--- src/rtl/rf_pkg.sv ---
// Shared register-file constants for the write-back path.
package rf_pkg;
  localparam int unsigned DW       = 16;
  localparam int unsigned AW       = 3;
  localparam int unsigned NREGS    = 8;
  localparam int unsigned WB_DEPTH = 4;
endpackage

--- src/rtl/wrbuf_ptr.sv ---
// Wrapping queue pointer: W-bit counter, synchronous reset, increment enable.
module wrbuf_ptr #(
  parameter int unsigned W = 2
) (
  input  logic         clk,
  input  logic         rst,
  input  logic         inc_i,
  output logic [W-1:0] ptr_o
);
  logic [W-1:0] ptr_q, ptr_d;

  // Next pointer; wraps naturally at 2^W.
  always_comb begin
    ptr_d = ptr_q;
    if (inc_i) ptr_d = ptr_q + W'(1);
  end

  // Pointer register.
  always_ff @(posedge clk) begin
    if (rst) ptr_q <= '0;
    else     ptr_q <= ptr_d;
  end

  assign ptr_o = ptr_q;
endmodule

--- src/rtl/rf_wr_buf.sv ---
// Write-back buffer: in-order queue feeding the register file write port,
// with two combinational forwarding lookups over the queued entries.
module rf_wr_buf
  import rf_pkg::*;
#(
  parameter int unsigned DW    = rf_pkg::DW,
  parameter int unsigned AW    = rf_pkg::AW,
  parameter int unsigned DEPTH = rf_pkg::WB_DEPTH
) (
  input  logic          clk,
  input  logic          rst,
  input  logic          in_valid,
  input  logic [AW-1:0] in_reg,
  input  logic [DW-1:0] in_data,
  output logic          in_ready,
  input  logic          rf_stall,
  output logic [AW-1:0] writeregsel,
  output logic [DW-1:0] writedata,
  output logic          write,
  input  logic [AW-1:0] lk1_sel,
  input  logic [AW-1:0] lk2_sel,
  output logic          lk1_hit,
  output logic          lk2_hit,
  output logic [DW-1:0] lk1_data,
  output logic [DW-1:0] lk2_data,
  output logic          err
);
  localparam int unsigned PW = $clog2(DEPTH);
  localparam int unsigned CW = $clog2(DEPTH + 1);

  logic [AW-1:0] sel_q [DEPTH];
  logic [DW-1:0] dat_q [DEPTH];
  logic [PW-1:0] head_q, tail_q;
  logic [CW-1:0] count_q, count_d;
  logic          err_q, err_d;
  logic          push, pop;

  // Handshake and drain qualifiers; both forced low during reset.
  always_comb begin
    in_ready = !rst && (count_q < CW'(DEPTH));
    write    = !rst && (count_q != '0) && !rf_stall;
    push     = in_valid && in_ready;
    pop      = write;
  end

  wrbuf_ptr #(.W(PW)) u_head (.clk(clk), .rst(rst), .inc_i(pop),  .ptr_o(head_q));
  wrbuf_ptr #(.W(PW)) u_tail (.clk(clk), .rst(rst), .inc_i(push), .ptr_o(tail_q));

  // Occupancy and sticky overflow next-state.
  always_comb begin
    count_d = count_q;
    unique case ({push, pop})
      2'b10:   count_d = count_q + CW'(1);
      2'b01:   count_d = count_q - CW'(1);
      default: count_d = count_q;
    endcase
    err_d = err_q || (in_valid && !in_ready);
  end

  // Occupancy and error registers.
  always_ff @(posedge clk) begin
    if (rst) begin
      count_q <= '0;
      err_q   <= 1'b0;
    end else begin
      count_q <= count_d;
      err_q   <= err_d;
    end
  end

  // Entry storage, written only at the tail slot on an accepted push.
  always_ff @(posedge clk) begin
    for (int unsigned k = 0; k < DEPTH; k++) begin
      if (push && (tail_q == PW'(k))) begin
        sel_q[k] <= in_reg;
        dat_q[k] <= in_data;
      end
    end
  end

  // Head entry drives the register file port; held while not popped.
  always_comb begin
    writeregsel = sel_q[head_q];
    writedata   = dat_q[head_q];
  end

  // Forwarding: scan oldest to youngest so the youngest match wins.
  always_comb begin
    logic [PW-1:0] idx;
    idx      = '0;
    lk1_hit  = 1'b0;
    lk2_hit  = 1'b0;
    lk1_data = '0;
    lk2_data = '0;
    for (int unsigned k = 0; k < DEPTH; k++) begin
      idx = head_q + PW'(k);
      if (CW'(k) < count_q) begin
        if (sel_q[idx] == lk1_sel) begin
          lk1_hit  = 1'b1;
          lk1_data = dat_q[idx];
        end
        if (sel_q[idx] == lk2_sel) begin
          lk2_hit  = 1'b1;
          lk2_data = dat_q[idx];
        end
      end
    end
  end

  assign err = err_q;
endmodule

--- config.mk ---
export PLATFORM = sky130hd
export DESIGN_NAME = rf_wr_buf
export DESIGN_NICKNAME = d
export VERILOG_FILES = /design/src/rtl/rf_pkg.sv /design/src/rtl/wrbuf_ptr.sv /design/src/rtl/rf_wr_buf.sv
export SDC_FILE = /design/constraint.sdc
export NUM_CORES = 1
export LEC_CHECK = 0
export ABC_AREA = 0
export CORE_UTILIZATION = 37
export CTS_BUF_LIST = sky130_fd_sc_hd__clkbuf_8 sky130_fd_sc_hd__clkbuf_16
export DETAILED_ROUTE_END_ITERATION = 7
export SYNTH_ARGS = -nofsm -noshare
export SYNTH_HDL_FRONTEND = slang
export SYNTH_SLANG_ARGS = --single-unit
--- constraint.sdc ---
create_clock -name clk -period 4.1 [get_ports clk]
set_input_delay 0.615 -clock clk [delete_from_list [all_inputs] [get_ports clk]]
set_output_delay 0.615 -clock clk [all_outputs]
set_load 0.01 [all_outputs]
==> reports/results.ini, run 1 <==
[status]
outcome=complete, no violations

[critical_path]
r2r_end=count_q[2]$_SDFFE_PP0P_
crit_buf_inv=1
critPathSlowestCell=xnor2_2
critPathMaxStageDelay_ns=0.77
endpoint_kind=output port
cp_max_fo=17
worstPathArrival_ns=3.41
cp_cell_sequence=mux4_2, xnor2_2, nand4_1, o211ai_1, o2bb2ai_1, clkdlybuf4s50_1
r2r-start=count_q[2]$_SDFFE_PP0P_
critical-path-top-delay-family=XOR/XNOR gates
timing.reg2reg.setup_slack_ns=1.65
crit_path_start_kind=flop
path_depth=6
crit_required_ns=3.48
critPathKind=flop to output port
reg2reg_depth=6

[power]
power_frac_clock=0.288
powerDensity_nw_per_um2=361
p_total_mw=2.93
comb_power_share=0.361
peakVddDrop_uv=175
seq_power_share=0.351
p_leak_nw=2.48
power.switching_uw=956
p_int_mw=1.97
swShare=0.327

[floorplanning]
die_y_um=137
num_rows=48
io_pins=85
die_w_um=137
coreArea_um2=17500
fp.dieArea_um2=18700
start_util=0.384

[clocking]
clk_path_buf_depth=2
htreeDepth=3
clkTransAtPathRegs_ns=0.07
cts_setup_buffers=0
clock_latency_ns=0.33
cts_tree=yes
cts.sinks=86
numCtsBuffers=9
root_buffer=clkbuf_16

[timing]
fin_skew_ns=0.00911
worstMarginPinSlew_ns=0.962
slew_headroom=0.355
finalCritPeriodShare=0.982
slew_violations=0
setup_viol=0
finalCriticalPeriod_ns=4.03
rsz0062_at_grt=yes
fmax_mhz=248
hold_viol_final=0

[yosys]
synth_area_um2=6700
ys.flop_type=edfxtp_1
synth-edff-count=76
synth-seq-cells=86
syn_area_per_cell_um2=11.9
yosysUniqueCellTypes=36
syn_inst=565
synth_area_leaders=edfxtp_1 (34%), mux4_2 (14%), nand4_1 (6.5%)
synth_top_area_frac=0.340
ys_warn_count=0
synth_common_cells=edfxtp_1 (76), nand4_1 (70), mux4_2 (42), a21oi_1 (34), mux2_2 (34)
ys_async_sr_fraction=0
synth_nets=603
yosysMostFrequentCell=edfxtp_1
yosysSeqAreaShare=0.370
synth_largest_area_cell=edfxtp_1

[hold_path]
min_to=err$_SDFF_PP0_
worstHoldStart=err$_SDFF_PP0_
worstHoldPathCells=2
hold_path_class=flop to flop

[placement]
gp_congestion=0.877
place_inst=840
placed_area_um2=7750
io_buffers=84
dp_hpwl_um=14500

[global_routing]
top_usage_layer=met2
grt_overflow_total=0
use_met1=0.324
grt.met2_usage=0.361
grt_pass1_wl_um=31400
track_usage=0.229
grt_max_degree=69
antenna_found_initial=0
gr-usage-met3=0.0378
grt_pass1_vias=5367

[routing]
dr_total_vias=5299
ant_nets=0
drt-pass1-iter-count=5
viasPerCell=6.19
drc_errors=0
drt_iter0_markers=600
drt-total-wl_um=20600
wire_per_inst_um=24.1

[layout]
diodes=0
synthToLayoutAreaGrowth_pct=20.7
final_area_um2=8090
utilization=0.463
final_nets=664
fin_cells=856
fillers=1541
drive_gt1_frac=0.223

[run]
drv_cap=0

## cell type report
class / count / area, um^2 / area share
repair buffers: 110 / 1060 / 0.131
clock buffers: 9 / 225 / 0.0278
multi-input cells: 413 / 3920 / 0.485
flip-flops and latches: 86 / 2490 / 0.308
well taps: 225 / 282 / 0.0348
inverters: 6 / 22.5 / 0.00278
clock inverters: 7 / 90.1 / 0.0111
## how the worst max path moves through the flow
stage                   endpoint  slack, ns
floorplan           lk1_data[10]       1.34
global placement     lk2_data[3]       0.35
detailed placement  lk2_data[11]       0.34
CTS                 lk1_data[11]       0.07
global route        lk2_data[11]      -0.03
finish              lk2_data[11]       0.07
## tightest hold or removal path, cell delays in order (launching register included)
cell and delay, ns:
dfxtp_1 0.33, a21oi_1 0.04, nor2_1 0.07
## through the flow
stage	worst slack, ns	hold slack [ns]	setup TNS [ns]
floorplan	1.34	0.502	0
global placement	0.347	0.451	0
detailed placement	0.337	0.459	0
CTS	0.0708	0.471	0
global route	-0.0292	0.531	-0.0383
finish	0.0732	0.468	0
## routing by layer
layer  share of wire  up-vias  wire length, um
met5               0        -                0
li1                -     2419                -
met1            0.45     2659             9330
met2            0.47      200             9760
met3           0.059       21             1230
met4           0.014        0              287
## timing repair
action	in CTS	in global routing
resized for setup	0	4
setup endpoints to repair	0	29
hold buffers	0	0
## power by group through the flow
stage / Combinational, mW / Clock (mW) / Sequential (mW)
finish: 1.05 / 0.844 / 1.03
global route: 1.12 / 0.900 / 1.03
CTS: 1.03 / 0.856 / 1.03
detailed placement: 1.03 / 0 / 1.05
global placement: 1.02 / 0 / 1.04
floorplan: 0.646 / 0 / 1.02
## sequential cells by signal, summed over array words and instances, names as in the netlist, named ones only
name          cells
sel_q            12
err               1
u_head.ptr_o      2
count_q           3
dat_q            64
u_tail.ptr_o      2
## layout by cell type, fill, tap and decap left out, types with 3 or more instances in the layout
master,count
clkdlybuf4s50_1,84
edfxtp_1,76
nand4_1,70
mux4_2,42
mux2_2,34
a21oi_1,34
mux2i_1,33
o2bb2ai_1,32
buf_4,24
o211ai_1,23
nand2_1,19
o21ai_0,18
and2_1,17
a21boi_0,16
xnor2_1,13
xnor2_2,9
o211ai_2,9
nor2_1,9
ha_1,9
clkbuf_16,9
dfxtp_1,8
inv_1,6
and4_1,5
and3_1,4
xnor2_4,3
xor2_1,3
## logic make-up after synthesis
| group | share of synthesized area |
|---|---|
| flops | 0.370 |
| simple gates | 0.112 |
| compound gates | 0.146 |
| mux | 0.255 |
| buf+inv | 0.0485 |
| xor+xnor | 0.0517 |
| fa+ha+maj | 0.0168 |
Power figures use the tool's default switching activity.
==> inputs of run 2 (changes only) <==
--- a/config.mk
+++ b/config.mk
@@ -9,6 +9,7 @@
 export CORE_UTILIZATION = 37
 export CTS_BUF_LIST = sky130_fd_sc_hd__clkbuf_8 sky130_fd_sc_hd__clkbuf_16
 export DETAILED_ROUTE_END_ITERATION = 7
+export GPL_TIMING_DRIVEN = 0
 export SYNTH_ARGS = -nofsm -noshare
 export SYNTH_HDL_FRONTEND = slang
 export SYNTH_SLANG_ARGS = --single-unit
==> run 2 against run 1 <==
Effect of this change: total power fell by 3.8%; sequential power about the same; largest cell class unchanged; wire length rose by 3.0%; worst hold slack better by 0.0040 ns; core utilization increased by 0.39 points; critical path type unchanged; clock-buffer cell count stayed put; clock skew shrank 0.0022 ns; setup slack better by 0.025 ns; via count grew 5.8%; critical endpoint is now lk2_data[12].
==> reports/results.ini, run 2 (synthesized netlist as in run 1, its figures left out) <==
[layout]
mostFrequentLayoutCell=clkdlybuf4s50_1
synthToLayoutAreaGrowth_pct=21.8
final_area_um2=8160
drive_gt1_frac=0.238
top_register=dat_q
reg.largest.list=dat_q: 64 flops, sel_q: 12 flops, count_q: 3 flops
diodes=0
largest_reg_flops=64
layout_common_cells=clkdlybuf4s50_1 (77), edfxtp_1 (76), nand4_1 (70)
utilization=0.467
final_nets=700

[power]
p_leak_nw=2.55
p_int_mw=1.85
power.switching_uw=967
comb_power_share=0.382
swShare=0.344
powerDensity_nw_per_um2=345
power_frac_clock=0.256
peakVddDrop_uv=203
seq_power_share=0.362

[placement]
gp_congestion=0.964
io_buffers=77
dp_hpwl_um=16000
placed_area_um2=7760

[clocking]
clock_latency_ns=0.34
cts_tree=yes
clkTransAtPathRegs_ns=0.06
root_buffer=clkbuf_16
htreeDepth=3
numCtsBuffers=9
postCtsHoldBufs=0
cts.sinks=86
clk_path_buf_depth=2

[critical_path]
cp_cell_sequence=buf_2, mux4_2, xnor2_2, buf_2, nand4_1, o211ai_1, o2bb2ai_1, clkdlybuf4s50_1
critPathSlowestCell=mux4_2
worstPathArrival_ns=3.39
cp_max_fo=10
endpoint_kind=output port
crit_path_start_kind=flop
critPathMaxStageDelay_ns=0.63
critical-path-top-delay-family=buffers and inverters
critPathKind=flop to output port
critPathMostFrequentCell=buf_2
crit_required_ns=3.48
crit_buf_inv=3

[timing]
slew_violations=0
fin_skew_ns=0.00692
finalCritPeriodShare=0.976
slew_headroom=0.239
finalCriticalPeriod_ns=4.00
setup_viol=0
hold_viol_final=0
fmax_mhz=250
rsz0062_at_grt=yes
worstMarginPinSlew_ns=1.14

[run]
drv_cap=0

[routing]
drc_errors=0
wire_per_inst_um=23.8
ant_nets=0
drt-pass1-iter-count=5
dr_total_vias=5605
drt-total-wl_um=21200
viasPerCell=6.28
drt_iter0_markers=701

[global_routing]
grt_overflow_total=0
grt_pass1_wl_um=31300
track_usage=0.229
antenna_found_initial=0
grt_max_degree=20
grt_pass1_vias=5285

[hold_path]
hold_path_class=flop to flop

[floorplanning]
coreArea_um2=17500
start_util=0.384
die_w_um=137
die_y_um=137
num_rows=48
fp.dieArea_um2=18700
io_pins=85

[status]
outcome=complete, no violations

==> run 2: worst register-to-register path: cells and delay by family (launching register included) <==
family | cells | cell delay, ns
simple gates | 1 | 0.38
flops | 1 | 0.59
buf+inv | 1 | 0.29
compound gates | 2 | 0.80
fa+ha+maj | 1 | 0.40
==> run 2: cell type report <==
class	count	area, um^2
buffer	59	315
clock buffer	9	225
clock inverter	7	35.0
fill	1559	9310
inverter	6	23.8
multi-input combinational	413	3950
sequential	86	2480
tap	225	282
timing repair buffer	87	846
==> run 2: final timing paths <==
path	startpoint	endpoint	slack [ns]	cells past startpoint
worst max-delay path	flop	lk2_data[12]	0.1	8
worst min-delay path	err$_SDFF_PP0_	err$_SDFF_PP0_	0.47	2
worst max register to register	count_q[2]$_SDFFE_PP0P_	count_q[2]$_SDFFE_PP0P_	1.57	5
worst min register to register	err$_SDFF_PP0_	err$_SDFF_PP0_	0.47	2
==> run 2: per-layer routing <==
layer	wire length, um	global-route usage	up-vias	share of wire
met5	0	0	-	0
met4	428	0.0846	0	0.020
met3	1890	0.0444	34	0.089
met2	9690	0.348	327	0.46
met1	9230	0.322	2754	0.43
li1	-	-	2490	-
==> run 2: power groups by stage <==
| stage | clock, mW | combinational, mW | sequential (mW) |
|---|---|---|---|
| floorplan | 0 | 0.646 | 1.02 |
| global placement | 0 | 1.02 | 1.03 |
| detailed placement | 0 | 1.03 | 1.03 |
| CTS | 0.736 | 1.04 | 1.02 |
| global route | 0.764 | 1.14 | 1.02 |
| finish | 0.722 | 1.07 | 1.02 |
==> run 2: metrics by stage <==
stage,hold slack (ns),setup TNS [ns],power (mW),instances,worst slack [ns]
floorplan,0.502,0,1.67,565,1.34
global placement,0.448,0,2.05,867,0.352
detailed placement,0.463,0,2.07,867,0.261
CTS,0.477,0,2.79,883,0.0145
global route,0.519,-0.0256,2.92,892,-0.0208
finish,0.472,0,2.81,892,0.0986
==> run 2: repair_timing <==
| action | CTS | global route |
|---|---|---|
| gates resized for setup | 1 | 24 |
| pin swaps | 0 | 4 |
| endpoints found under the setup margin | 11 | 22 |
| setup buffers | 0 | 10 |
